## src/rtl/chan_pkg.sv

```systemverilog
// ---------------------------------------------------------------------------
// chan_pkg
//  Shared definitions for the channelizer front-end sequencer:
//   - state_t           : frame-control FSM encoding
//   - MIN_FFT_SIZE      : smallest fft_size the sequencer accepts
//   - is_legal_fft_size : power-of-two, MIN..2^(size_width-1) range check
// ---------------------------------------------------------------------------
package chan_pkg;

  localparam int unsigned MIN_FFT_SIZE = 8;

  typedef enum logic [1:0] {
    S_RUN,     // normal streaming, config requests accepted
    S_FINISH,  // size change pending, completing the current frame
    S_DRAIN,   // input stopped, waiting for all frames to leave the buffer
    S_APPLY    // single cycle: load the pending size, restart at phase 0
  } state_t;

  // A size is legal when it is a power of two and lies in
  // [min_size, 2^(size_width-1)], i.e. the phase counter can index it.
  function automatic logic is_legal_fft_size(input logic [31:0] size,
                                             input int unsigned size_width,
                                             input int unsigned min_size);
    logic [31:0] max_size;
    max_size = 32'd1 << (size_width - 1);
    return (size != '0) && ((size & (size - 32'd1)) == '0) &&
           (size >= min_size) && (size <= max_size);
  endfunction

endpackage

```

## src/rtl/chan_axis_reg.sv

```systemverilog
// ---------------------------------------------------------------------------
// chan_axis_reg
//  Single-stage AXI-stream register slice, latency 1. The payload is held
//  stable while out_valid & ~out_ready.
//  Ports:
//   clk, sync_reset      clock, synchronous active-high reset
//   in_valid / in_data   upstream beat (in_valid must only be set when in_ready)
//   in_ready             register can take a beat this cycle
//   out_valid / out_data registered beat
//   out_ready            downstream ready
// ---------------------------------------------------------------------------
module chan_axis_reg #(
  parameter int unsigned WIDTH = 8
) (
  input  logic             clk,
  input  logic             sync_reset,
  input  logic             in_valid,
  input  logic [WIDTH-1:0] in_data,
  output logic             in_ready,
  output logic             out_valid,
  output logic [WIDTH-1:0] out_data,
  input  logic             out_ready
);

  assign in_ready = ~out_valid | out_ready;

  // NOTE: sequential state is written with non-blocking assignments only, so
  // every register samples pre-edge values regardless of block ordering.
  always_ff @(posedge clk) begin
    if (sync_reset) begin
      out_valid <= 1'b0;
      // NOTE: the payload is reset as well because its phase/tlast fields are
      // visible outputs with defined reset values, not just don't-care data.
      out_data  <= '0;
    end else if (in_ready) begin
      out_valid <= in_valid;
      if (in_valid) out_data <= in_data;
    end
  end

endmodule

```

## src/rtl/chan_frame_ctrl.sv

```systemverilog
// ---------------------------------------------------------------------------
// chan_frame_ctrl
//  Front-end sequencer for the M/2 channelizer circular buffer. Tags each
//  input sample with its commutator phase and frame tlast, and owns the
//  active fft_size. A new size is applied only once the current frame is
//  complete and every outstanding frame has drained, so no frame ever spans
//  two sizes.
//  Ports:
//   clk, sync_reset                   clock, synchronous active-high reset
//   cfg_tvalid/cfg_tdata/cfg_tready   fft_size change request
//   cfg_err                           1-cycle pulse: accepted request illegal
//   s_axis_*                          input sample stream
//   m_axis_*, phase                   tagged sample stream to the buffer
//   fft_size                          active size
//   frame_done                        pulse per frame leaving downstream
//   busy                              high while a size change is in progress
// ---------------------------------------------------------------------------
module chan_frame_ctrl #(
  parameter int unsigned DATA_WIDTH       = 32,
  parameter int unsigned FFT_SIZE_WIDTH   = 12,
  parameter int unsigned DEFAULT_FFT_SIZE = 64,
  parameter int unsigned MIN_FFT_SIZE     = chan_pkg::MIN_FFT_SIZE,
  parameter int unsigned OUTST_WIDTH      = 3
) (
  input  logic                      clk,
  input  logic                      sync_reset,
  input  logic                      cfg_tvalid,
  input  logic [FFT_SIZE_WIDTH-1:0] cfg_tdata,
  output logic                      cfg_tready,
  output logic                      cfg_err,
  input  logic                      s_axis_tvalid,
  input  logic [DATA_WIDTH-1:0]     s_axis_tdata,
  output logic                      s_axis_tready,
  output logic                      m_axis_tvalid,
  output logic [DATA_WIDTH-1:0]     m_axis_tdata,
  output logic                      m_axis_tlast,
  input  logic                      m_axis_tready,
  output logic [FFT_SIZE_WIDTH-2:0] phase,
  output logic [FFT_SIZE_WIDTH-1:0] fft_size,
  input  logic                      frame_done,
  output logic                      busy
);

  import chan_pkg::state_t;
  import chan_pkg::S_RUN;
  import chan_pkg::S_FINISH;
  import chan_pkg::S_DRAIN;
  import chan_pkg::S_APPLY;
  import chan_pkg::is_legal_fft_size;

  localparam int unsigned PHASE_WIDTH   = FFT_SIZE_WIDTH - 1;
  localparam int unsigned PAYLOAD_WIDTH = PHASE_WIDTH + 1 + DATA_WIDTH;

  state_t                    state, state_next;
  logic [PHASE_WIDTH-1:0]    phase_cnt;
  logic [FFT_SIZE_WIDTH-1:0] pending_size;
  logic [FFT_SIZE_WIDTH-1:0] size_m1;
  logic [PHASE_WIDTH-1:0]    last_phase;
  logic [OUTST_WIDTH-1:0]    outstanding;

  logic reg_in_ready;
  logic input_open;
  logic accept;
  logic wrap;
  logic cfg_accept;
  logic cfg_legal;
  logic outst_dec;

  logic [PAYLOAD_WIDTH-1:0] reg_in_data;
  logic [PAYLOAD_WIDTH-1:0] reg_out_data;

  // Largest size equals 2^PHASE_WIDTH, so size-1 always fits the phase width.
  assign size_m1    = fft_size - 1'b1;
  assign last_phase = size_m1[PHASE_WIDTH-1:0];

  assign input_open    = (state == S_RUN) || (state == S_FINISH);
  assign s_axis_tready = reg_in_ready & input_open & ~sync_reset;
  assign accept        = s_axis_tvalid & s_axis_tready;
  assign wrap          = accept & (phase_cnt == last_phase);

  // Only S_RUN takes requests, so at most one change is in flight.
  assign cfg_tready = (state == S_RUN) & ~sync_reset;
  assign cfg_accept = cfg_tvalid & cfg_tready;
  assign cfg_legal  = is_legal_fft_size(32'(cfg_tdata), FFT_SIZE_WIDTH, MIN_FFT_SIZE);

  // A stray frame_done with nothing outstanding is ignored.
  assign outst_dec = frame_done & (outstanding != '0);

  assign busy = (state != S_RUN);

  assign reg_in_data = {phase_cnt, wrap, s_axis_tdata};

  chan_axis_reg #(
    .WIDTH (PAYLOAD_WIDTH)
  ) u_out_reg (
    .clk        (clk),
    .sync_reset (sync_reset),
    .in_valid   (accept),
    .in_data    (reg_in_data),
    .in_ready   (reg_in_ready),
    .out_valid  (m_axis_tvalid),
    .out_data   (reg_out_data),
    .out_ready  (m_axis_tready)
  );

  assign phase        = reg_out_data[PAYLOAD_WIDTH-1 -: PHASE_WIDTH];
  assign m_axis_tlast = reg_out_data[DATA_WIDTH];
  assign m_axis_tdata = reg_out_data[DATA_WIDTH-1:0];

  // Next-state logic.
  always_comb begin
    // NOTE: state_next gets a default before any branch so no path through
    // the block leaves it unassigned, which would infer a latch.
    state_next = state;
    unique case (state)
      S_RUN: begin
        if (cfg_accept && cfg_legal) begin
          // Drain immediately when no partial frame exists after this cycle:
          // either this cycle's sample closes the frame, or we sit idle at
          // phase 0.
          if (wrap || ((phase_cnt == '0) && !accept)) state_next = S_DRAIN;
          else                                         state_next = S_FINISH;
        end
      end
      S_FINISH: if (wrap) state_next = S_DRAIN;
      S_DRAIN:  if ((outstanding == '0) && !m_axis_tvalid) state_next = S_APPLY;
      S_APPLY:  state_next = S_RUN;
      default:  state_next = S_RUN;
    endcase
  end

  always_ff @(posedge clk) begin
    if (sync_reset) begin
      state        <= S_RUN;
      phase_cnt    <= '0;
      fft_size     <= FFT_SIZE_WIDTH'(DEFAULT_FFT_SIZE);
      pending_size <= FFT_SIZE_WIDTH'(DEFAULT_FFT_SIZE);
      outstanding  <= '0;
      cfg_err      <= 1'b0;
    end else begin
      state   <= state_next;
      cfg_err <= cfg_accept & ~cfg_legal;

      if (cfg_accept && cfg_legal) pending_size <= cfg_tdata;

      if (state == S_APPLY) begin
        fft_size  <= pending_size;
        phase_cnt <= '0;
      end else if (accept) begin
        phase_cnt <= wrap ? '0 : phase_cnt + 1'b1;
      end

      unique case ({wrap, outst_dec})
        2'b10:   outstanding <= outstanding + 1'b1;
        2'b01:   outstanding <= outstanding - 1'b1;
        default: outstanding <= outstanding;
      endcase
    end
  end

  always_ff @(posedge clk) begin
    if (!sync_reset) begin
      assert (!(wrap && !outst_dec && (outstanding == '1)))
        else $error("chan_frame_ctrl: outstanding frame counter overflow");
      assert (!(frame_done && (outstanding == '0)))
        else $error("chan_frame_ctrl: frame_done with no outstanding frame");
    end
  end

endmodule

```

## config.mk

```make
export PLATFORM = sky130hd
export DESIGN_NAME = chan_frame_ctrl
export DESIGN_NICKNAME = d
export VERILOG_FILES = /design/src/rtl/chan_pkg.sv /design/src/rtl/chan_axis_reg.sv /design/src/rtl/chan_frame_ctrl.sv
export SDC_FILE = /design/constraint.sdc
export NUM_CORES = 1
export LEC_CHECK = 0
export CAP_MARGIN = 20
export CORE_ASPECT_RATIO = 1.1
export CORE_MARGIN = 2
export CORE_UTILIZATION = 45
export CTS_CLUSTER_DIAMETER = 100
export CTS_CLUSTER_SIZE = 10
export DETAILED_ROUTE_END_ITERATION = 6
export DONT_BUFFER_PORTS = 1
export PLACE_DENSITY = 0.57
export REMOVE_ABC_BUFFERS = 1
export SYNTH_ARGS = -nofsm -noshare
export SYNTH_HDL_FRONTEND = slang
export SYNTH_HIERARCHICAL = 1
export SYNTH_SLANG_ARGS = --single-unit
```

## constraint.sdc

```tcl
create_clock -name clk -period 4.1 [get_ports clk]
set_input_delay 0.82 -clock clk [delete_from_list [all_inputs] [get_ports clk]]
set_output_delay 0.82 -clock clk [all_outputs]
set_load 0.02 [all_outputs]
```

==> results.ini <==
[worst_setup_path]
critical_path_arrival_ns=3.97
path_buf_inv=1
path_class=reg2reg
end_kind=flip-flop
crit_slowest_cell=or4_1
cp_slowest_stage_delay_ns=0.72
r2r_setup_slack_ns=0.41
critical_path.cell_chain=or4_1 > o41ai_1 > a31oi_1 > o32ai_1 > or3_1 > ha_1 > inv_1 > fa_1 > xor2_1 > or3_1 > a21oi_1
crit_family=simple AND/OR/NAND/NOR gates
crit_fanout=8
cp.depth=11
cp.required_ns=4.39
reg2reg_to=outstanding[2]
critPathLaunchType=flip-flop
r2r-start=fft_size[4]
cpMostUsedCell=or3_1
worstRegToRegCells=11

[yosys]
syn-instance-count=476
synth_cell_types=57
ys_warn_count=6
ys_async_sr_fraction_pct=0
netlist_area_mm2=0.004458
synth_enable_flop_cells=0
avgSynthCellArea_um2=9.366
synthFlopType=dfxtp_1
yosys_register_bits=86
ys_seq_area_share_pct=38.62

[placed_design]
hpwl_um=6316
io_buffers=0
placed_area_mm2=0.004431
post-place-ws_ns=0.4879
placedCellCount=561
gp_congestion=0.7933

[routing]
wl_per_cell_um=16.75
routed_via_density=5.640
antenna_left=0
drt-pass1-iter-count=4
drc=0
drt_iter0_markers=171
totalWireLength_um=9665
vias=3254

[sta]
worst_slew_pin_slew_ns=0.8710
min_period_ns=3.687
fmax_mhz=271.2
finalMaxSlewViolations=0
finalWorstSetupSlack_ns=0.4125
rsz0062_at_grt=false
hold_ws_ns=0.4852
tns_ns=0
hold_viol=0
period_share_pct=89.94
fin_worst_skew_ns=0.01041
finalSetupViolCount=0
slew_headroom_pct=41.94

[global_routing]
overflow=0
grt_max_degree=91
grt_pass1_vias=3196
grt_pass1_wl_um=15630
antenna_found_initial=0
grt_usage_pct=18.08

[clock_tree]
clock_latency_ns=0.35
cts_hold_buf=0
post_cts_buffers=0
cts_resized=0
clockBufferDepth=2
cts_max_level=3
clkSlewWorstSetupHoldPaths_ns=0.08
cts_buffers=9
cts_sinks=86
cts_tree=yes
cts_root_buffer=clkbuf_8

[floorplanning]
die_x_um=98.90
die_h_um=108.4
die-area_mm2=0.01072
io_pins=111
fp.coreArea_mm2=0.009747
placementRows=38
start_util_pct=45.74

[hold_path]
min_path_type=reg2reg
min_to=fft_size[6]
min-delay-start=pending_size[6]
whs_path_depth=2

[power]
peakVddDrop_mv=0.1764
pwr_density_cell_mw_per_mm2=393.0
p_total_mw=1.814
p_leak_nw=1.637

[layout]
layout-drive-gt1-share_pct=15.54
fin_util_pct=47.34
syn_to_final_growth_pct=3.508
fillers=967
fin_cells=577
diodes=0
stdcell_area_mm2=0.004614
fin_nets=512

[job]
maxCapViolCount=0

[status]
status=finished, final reports clean

==> worst min-delay path: stages, from the launching register on <==
cell and delay, ns:
dfxtp_1 0.33, mux2i_1 0.07, nand2_1 0.06
==> cells in the final DEF, fill, tap and decap left out, drive strengths merged, types with 3 or more instances in the layout <==
cell type and count:
xor2 14, dfxtp 86, inv 15, nand4 4, a21bo 44, or4 4, buf 4, nor4 7
a21oi 50, xnor2 8, nor3 7, mux2i 21, o31a 3, nand2 16, a211oi 3, or3 4
ha 9, nand3 51, o21ai 3, o41ai 4, clkbuf 13, and3 5, or2 3, nor2 43
nand2b 5
==> registers in the layout (all words and copies together), names as in the netlist <==
name                 count
phase_cnt               11
outstanding              3
u_out_reg/out_valid      1
fft_size                12
cfg_err                  1
u_out_reg/out_data      44
state                    2
pending_size            12
==> cell families after synthesis <==
kind of cell / after synthesis / share of synthesized area, %
buffers and inverters: 54 / 6.203
AND/OR/NAND/NOR: 155 / 17.48
AO/OA/AOI/OAI: 125 / 24.73
multiplexers: 21 / 4.715
adder cells (fa/ha/maj): 12 / 3.424
XOR/XNOR: 23 / 4.827
flip-flops: 86 / 38.62
==> cell type report <==
type	instances	area (µm²)	share of cell area, %
timing repair buffer	4	42.54	0.9219
tap	120	150.1	3.254
multi-input combinational	336	2460	53.31
sequential	86	1722	37.31
clock buffer	13	138.9	3.010
inverter	15	56.30	1.220
clock inverter	3	45.04	0.9761
==> cells in the mapped netlist (3+ instances only) <==
cell type	instances	area share [%]
dfxtp_1	86	39
nand3_1	51	5.7
a21bo_1	44	9.9
a21oi_2	44	8.6
nor2_1	43	3.6
mux2i_1	21	4.7
clkbuf_1	17	1.4
nand2_1	16	1.3
inv_1	14	1.2
xor2_1	14	2.8
buf_2	9	1.0
ha_1	9	2.5
xnor2_1	8	1.6
buf_6	7	1.8
nor3_1	7	0.79
nor4_1	7	0.98
a21oi_1	6	0.67
and3_1	5	0.70
nand2b_1	4	0.56
nand4_1	4	0.56
o41ai_1	4	0.79
or3_1	4	0.56
a211oi_1	3	0.51
o21ai_0	3	0.34
o31a_1	3	0.59
or2_2	3	0.42
or4_1	3	0.51
==> power breakdown <==
| group | switching, mW | internal, mW |
|---|---|---|
| logic | 0.178 | 0.109 |
| clock network | 0.293 | 0.283 |
| registers | 0.0733 | 0.877 |
| total | 0.545 | 1.27 |
==> how the worst max path moves through the flow <==
stage                  startpoint        endpoint
floorplan           m_axis_tready    phase_cnt[8]
global placement      fft_size[4]  outstanding[2]
detailed placement    fft_size[4]  outstanding[2]
CTS                   fft_size[4]  outstanding[2]
global route          fft_size[4]  outstanding[2]
finish                fft_size[4]  outstanding[2]
==> per-layer routing <==
metal | vias to the layer above | GRT usage [%] | wire, µm
li1 | 1634 | - | -
met1 | 1524 | 23.60 | 4517
met2 | 89 | 28.19 | 4360
met3 | 7 | 6.399 | 700
met4 | 0 | 5.479 | 87
met5 | - | 0 | 0
Note: power is estimated with default switching activity, not from simulation.
